--- config.mk ---
export PLATFORM = sky130hd
export DESIGN_NAME = timer_digit_decoder
export DESIGN_NICKNAME = d
export VERILOG_FILES = /design/src/rtl/microwave_pkg.sv /design/src/rtl/bcd_to_7seg.sv /design/src/rtl/timer_digit_decoder.sv
export SDC_FILE = /design/constraint.sdc
export NUM_CORES = 1
export LEC_CHECK = 0
export CORE_MARGIN = 5
export CORE_UTILIZATION = 38
export DETAILED_ROUTE_END_ITERATION = 12
export SYNTH_ARGS = -nofsm -noshare
export SYNTH_HDL_FRONTEND = slang
export SYNTH_SLANG_ARGS = --single-unit
--- constraint.sdc ---
create_clock -name Clk -period 5.3 [get_ports Clk]
set_clock_uncertainty 0.1 [all_clocks]
set_input_delay 0.795 -clock Clk [delete_from_list [all_inputs] [get_ports Clk]]
set_output_delay 0.795 -clock Clk [all_outputs]
set_load 0.02 [all_outputs]
--- src/rtl/microwave_pkg.sv ---
`default_nettype none
// ============================================================================
//  Module      : microwave_pkg
//  Description : Shared types and constants for the microwave timer display
//                path. It holds the BCD digit and seven-segment vector types,
//                the segment codes for 0-9 plus blank (bit order {g,f,e,d,c,b,a},
//                active high), and the default seconds-tens reload value used
//                on a minute borrow.
//  Revision    : 1.0 - initial release
// ============================================================================
package microwave_pkg;

  typedef logic [3:0] bcd_t;
  typedef logic [6:0] seg_t;

  localparam seg_t SEG_0     = 7'h3F;
  localparam seg_t SEG_1     = 7'h06;
  localparam seg_t SEG_2     = 7'h5B;
  localparam seg_t SEG_3     = 7'h4F;
  localparam seg_t SEG_4     = 7'h66;
  localparam seg_t SEG_5     = 7'h6D;
  localparam seg_t SEG_6     = 7'h7D;
  localparam seg_t SEG_7     = 7'h07;
  localparam seg_t SEG_8     = 7'h7F;
  localparam seg_t SEG_9     = 7'h6F;
  localparam seg_t SEG_BLANK = 7'h00;

  localparam bcd_t SEC_TENS_WRAP_DEFAULT = 4'd5;

endpackage : microwave_pkg
`default_nettype wire

--- src/rtl/bcd_to_7seg.sv ---
`default_nettype none
// ============================================================================
//  Module      : bcd_to_7seg
//  Description : Combinational BCD to seven-segment decoder. Codes 10-15 and
//                an asserted blank input both produce an unlit digit.
//  Ports       : digit - BCD input digit
//                blank - force the digit dark
//                seg   - active-high segments {g,f,e,d,c,b,a}
//  Revision    : 1.0 - initial release
// ============================================================================
module bcd_to_7seg
  import microwave_pkg::*;
(
  input  bcd_t digit,
  input  logic blank,
  output seg_t seg
);

  always_comb begin
    seg = SEG_BLANK;
    if (!blank) begin
      case (digit)
        4'd0:    seg = SEG_0;
        4'd1:    seg = SEG_1;
        4'd2:    seg = SEG_2;
        4'd3:    seg = SEG_3;
        4'd4:    seg = SEG_4;
        4'd5:    seg = SEG_5;
        4'd6:    seg = SEG_6;
        4'd7:    seg = SEG_7;
        4'd8:    seg = SEG_8;
        4'd9:    seg = SEG_9;
        default: seg = SEG_BLANK;
      endcase
    end
  end

endmodule : bcd_to_7seg
`default_nettype wire

--- src/rtl/timer_digit_decoder.sv ---
`default_nettype none
// ============================================================================
//  Module      : timer_digit_decoder
//  Description : Keypad-side consumer of the encoder interface. Synchronises
//                the load strobe and 1 Hz tick, shifts keyed digits into an
//                M:SS register, counts it down once per tick while enabled,
//                flags zero and drives three seven-segment digits.
//  Ports       : Clk, Clearn (async active-low reset), D, loadn, pgt_1Hz, En
//                secOnes/secTens/minOnes - BCD time digits
//                zero                    - all digits are 0
//                segSecOnes/segSecTens/segMin - segment drive {g..a}
//  Options     : LEADING_ZERO_BLANK_EN - blank leading zero digits on display
//  Revision    : 1.0 - initial release
// ============================================================================
module timer_digit_decoder
  import microwave_pkg::*;
#(
  parameter int   SYNC_STAGES   = 2,
  parameter bcd_t SEC_TENS_WRAP = SEC_TENS_WRAP_DEFAULT
) (
  input  logic       Clk,
  input  logic       Clearn,
  input  logic [3:0] D,
  input  logic       loadn,
  input  logic       pgt_1Hz,
  input  logic       En,
  output logic [3:0] secOnes,
  output logic [3:0] secTens,
  output logic [3:0] minOnes,
  output logic       zero,
  output logic [6:0] segSecOnes,
  output logic [6:0] segSecTens,
  output logic [6:0] segMin
);

  // Synchroniser chains plus one history flop each for edge detection.
  logic [SYNC_STAGES-1:0] r_loadn_sync;
  logic [SYNC_STAGES-1:0] r_tick_sync;
  logic                   r_loadn_hist;
  logic                   r_tick_hist;
  // D travels alongside loadn so the digit used is the one that was present
  // when the synchronised strobe was sampled.
  bcd_t                   r_d_pipe [SYNC_STAGES];

  bcd_t r_sec_ones, r_sec_tens, r_min_ones;

  logic w_load_fall, w_tick_rise, w_zero, w_d_valid;
  bcd_t w_d_sync;

  assign w_d_sync    = r_d_pipe[SYNC_STAGES-1];
  assign w_load_fall = r_loadn_hist & ~r_loadn_sync[SYNC_STAGES-1];
  assign w_tick_rise = ~r_tick_hist & r_tick_sync[SYNC_STAGES-1];
  assign w_d_valid   = (w_d_sync <= 4'd9);
  assign w_zero      = (r_sec_ones == 4'd0) && (r_sec_tens == 4'd0) &&
                       (r_min_ones == 4'd0);

  always_ff @(posedge Clk or negedge Clearn) begin
    if (!Clearn) begin
      r_loadn_sync <= '1;
      r_tick_sync  <= '0;
      r_loadn_hist <= 1'b1;
      r_tick_hist  <= 1'b0;
      for (int i = 0; i < SYNC_STAGES; i++) r_d_pipe[i] <= '0;
    end else begin
      r_loadn_sync <= {r_loadn_sync[SYNC_STAGES-2:0], loadn};
      r_tick_sync  <= {r_tick_sync[SYNC_STAGES-2:0], pgt_1Hz};
      r_loadn_hist <= r_loadn_sync[SYNC_STAGES-1];
      r_tick_hist  <= r_tick_sync[SYNC_STAGES-1];
      r_d_pipe[0]  <= D;
      for (int i = 1; i < SYNC_STAGES; i++) r_d_pipe[i] <= r_d_pipe[i-1];
    end
  end

  // Edges are acted on only in the cycle they are detected, so anything
  // arriving under the wrong En value is dropped rather than queued.
  always_ff @(posedge Clk or negedge Clearn) begin
    if (!Clearn) begin
      r_sec_ones <= '0;
      r_sec_tens <= '0;
      r_min_ones <= '0;
    end else if (w_load_fall && !En) begin
      if (w_d_valid) begin
        r_min_ones <= r_sec_tens;
        r_sec_tens <= r_sec_ones;
        r_sec_ones <= w_d_sync;
      end
    end else if (w_tick_rise && En && !w_zero) begin
      if (r_sec_ones != 4'd0) begin
        r_sec_ones <= r_sec_ones - 4'd1;
      end else begin
        r_sec_ones <= 4'd9;
        if (r_sec_tens != 4'd0) begin
          r_sec_tens <= r_sec_tens - 4'd1;
        end else begin
          // Not zero overall, so the minutes digit is non-zero here.
          r_sec_tens <= SEC_TENS_WRAP;
          r_min_ones <= r_min_ones - 4'd1;
        end
      end
    end
  end

  assign secOnes = r_sec_ones;
  assign secTens = r_sec_tens;
  assign minOnes = r_min_ones;
  assign zero    = w_zero;

  logic w_blank_min, w_blank_tens;
`ifdef LEADING_ZERO_BLANK_EN
  assign w_blank_min  = (r_min_ones == 4'd0);
  assign w_blank_tens = (r_min_ones == 4'd0) && (r_sec_tens == 4'd0);
`else
  assign w_blank_min  = 1'b0;
  assign w_blank_tens = 1'b0;
`endif

  bcd_to_7seg u_seg_sec_ones (.digit(r_sec_ones), .blank(1'b0),         .seg(segSecOnes));
  bcd_to_7seg u_seg_sec_tens (.digit(r_sec_tens), .blank(w_blank_tens), .seg(segSecTens));
  bcd_to_7seg u_seg_min      (.digit(r_min_ones), .blank(w_blank_min),  .seg(segMin));

endmodule : timer_digit_decoder
`default_nettype wire
==> results.cfg <==
[outcome]
status = finished, final reports clean

[setup_path]
crit_chain = inv_1 -> ha_1 -> and2b_1 -> nor2_1 -> o21ai_0 -> clkdlybuf4s50_1
start_kind = register
path_class = register to primary output
cp.arrival_ns = 2.42
crit_family = buffers and inverters
cp_slowest_cell = clkdlybuf4s50_1
crit_fanout = 8
worstPathRequired_ns = 4.41
path_buf_inv = 2
endpoint_kind = primary output
critPathMaxStageDelay_ns = 0.63

[routing]
route.layer.met1.wl_um = 1830
wl_met2_um = 2070
num_vias = 1464
dr.pass1.iters = 4
postRouteAntennaNets = 0
drc_errors = 0
viasPerCell = 5.46
dr_wl_met3_um = 220
first_iter_violations = 155
routed.top_layer = met4
drt-total-wl_um = 4180
wl_per_cell_um = 15.6

[sta]
post-route-min-period_ns = 3.32
whs_ns = 0.257
rsz0062_at_grt = no
max_freq_mhz = 302
period_share = 0.626
setup_viol = 0
setup_tns_ns = 0
hold_viol = 0
relSlewSlack = 0.400
worst_pin_slew_ns = 0.897
slew_viol_final = 0

[placed_design]
dp_hpwl_um = 3250
gp_congestion = 0.845
place.port_buffers = 42

[power_and_ir_drop]
vdd_drop_max_mv = 0.247
power.leakage_nw = 1.02
p_sw_frac = 0.467
clockPowerShare = 0.100
power.net_switching_mw = 0.759
power.density_nw_per_um2 = 716
p_seq_frac = 0.230
p_comb_frac = 0.671
p_int_mw = 0.865

[floorplanning]
ios = 43
die_h_um = 78.0
placeableCoreArea_sq_um = 4410
dieArea_sq_um = 6090
row_count = 24
initial_utilization = 0.399
die_w_um = 78.0

[global_route]
grt_usage = 0.139
grt_max_degree = 21
grt_pass1_vias = 1446
grt_pass1_wl_um = 7070
grt_overflow = 0
antenna_found_initial = 0

[job]
cap_violations = 0

[yosys]
synth_common_cells = dfrtp_1 (23), o21ai_0 (20), ha_1 (18)
synth_top_family_by_area = compound AO/OA/AOI/OAI gates
yosys.area_share.xor_xnor = 0.00498
synth-edff-count = 0
synth_cell_type_count = 41
muxShareOfSynthArea = 0.0597
yosys.area_share.adder = 0.128
yosysSeqAreaShare = 0.372
synthFlopType = dfrtp_1
yosysMostFrequentCell = dfrtp_1
syn_inst = 176
synth_top_cell_by_area = dfrtp_1
synth_top_area_share = 0.327
syn_nets = 203
synth_area_leaders = dfrtp_1 (33%), ha_1 (13%), o21ai_0 (5.7%)
synth_compound_area_frac = 0.220
yosys.area_share.simple = 0.154
synth_area_sq_um = 1760
async_flop_share = 1.00
synth_seq_cells = 26
synth_area_per_cell_sq_um = 10.0
ys_warn_count = 0

[cts]
cts_sinks = 26
insertion_delay_ns = 0.27
path_clk_slew_ns = 0.09
clockBufferDepth = 2
postCtsSetupRepairBufs = 0
cts_buffers = 3
cts-resized-gates = 0
cts-root-buf = clkbuf_8
cts_tree = yes
cts_hold_buf = 0
h-tree-depth = 1

[layout]
num_antenna_cells = 0
final_nets = 244
drive_above_1_share = 0.106
syn_to_final_growth_pct = 28.9

[hold_path]
min_path_type = register to register
[cell families after synthesis]
logic type                 after synthesis
DFF                                     26
and+or+nand+nor                         43
AOI/OAI and AO/OA                       59
adders and majority gates               18
muxes                                    8
xor gates and xnor gates                 1
buffers and inverters                   21
[stage by stage]
step                utilization  total power [mW]  cell area (sq um)  std cells  setup WS (ns)
finish                    0.514              1.62               2270        268           1.98
global route              0.514              1.74               2270        268           1.83
CTS                       0.514              1.64               2270        268           1.98
detailed placement        0.497              1.47               2200        264           2.30
global placement          0.497              1.46               2200        264           2.36
floorplan                     -              1.00               1760        176           2.76
[power by group through the flow]
stage	sequential, mW	combinational, mW	clock [mW]
5_1_grt	0.387	1.17	0.177
3_3_place_gp	0.369	1.09	0
6_report	0.373	1.09	0.162
4_1_cts	0.370	1.10	0.170
2_1_floorplan	0.365	0.636	0
3_5_place_dp	0.374	1.09	0
[final cells by class]
type | instances | area (sq um)
fill | 399 | 2150
timing repair buffer | 43 | 428
sequential | 26 | 654
tap | 52 | 65.1
clock buffer | 3 | 41.3
inverter | 14 | 52.6
clock inverter | 1 | 30.0
multi-input combinational | 129 | 996
[worst paths after layout]
kind	startpoint	end	slack [ns]	cells after the start
worst max-delay path	secTens[0]	segSecTens[5]	1.98	6
min in group asynchronous	Clearn	secTens[0]	0.68	1
worst min-delay path	r_d_pipe[5]	w_d_sync[1]	0.26	0
worst max register to register	secTens[0]	minOnes[1]	3.06	6
max in group asynchronous	Clearn	secOnes[1]	3.84	2
worst min register to register	r_d_pipe[5]	w_d_sync[1]	0.26	0
[metal layers]
| metal | GRT usage | up-vias |
|---|---|---|
| met5 | 0 | - |
| met4 | 0.0355 | 0 |
| met3 | 0.0309 | 9 |
| met2 | 0.236 | 40 |
| met1 | 0.178 | 711 |
| li1 | - | 704 |
[worst reg2reg max path: stages, from the launching register on]
cell     delay [ns]
dfrtp_1        0.56
inv_1          0.17
ha_1           0.29
and2b_1        0.28
a31oi_4        0.31
o21ai_2        0.13
mux2_4         0.31
[sequential cells by signal, summed over array words and instances (netlist names)]
signal        cells
r_loadn_hist      1
w_d_sync          4
r_tick_sync       2
r_tick_hist       1
minOnes           4
r_d_pipe          4
secOnes           4
r_loadn_sync      2
secTens           4
[cells in the final DEF (no fill, tap or decap), drive strengths merged, types with 2 or more instances in the layout]
cell	netlist	layout
a21o	3	3
a21oi	13	13
a22o	2	2
a2bb2oi	2	2
a31oi	2	2
clkbuf	3	3
clkdlybuf4s50	0	42
dfrtp	23	23
dfstp	3	3
ha	18	18
inv	14	14
mux2	5	5
mux2i	3	3
nand2	11	11
nand3	2	2
nor2	15	15
nor3	3	3
nor3b	3	3
o21a	2	2
o21ai	21	21
o221ai	2	2
o22ai	5	5
o2bb2ai	3	3
or3	2	2
or3b	2	2
Note: power is estimated with default switching activity, not from simulation.
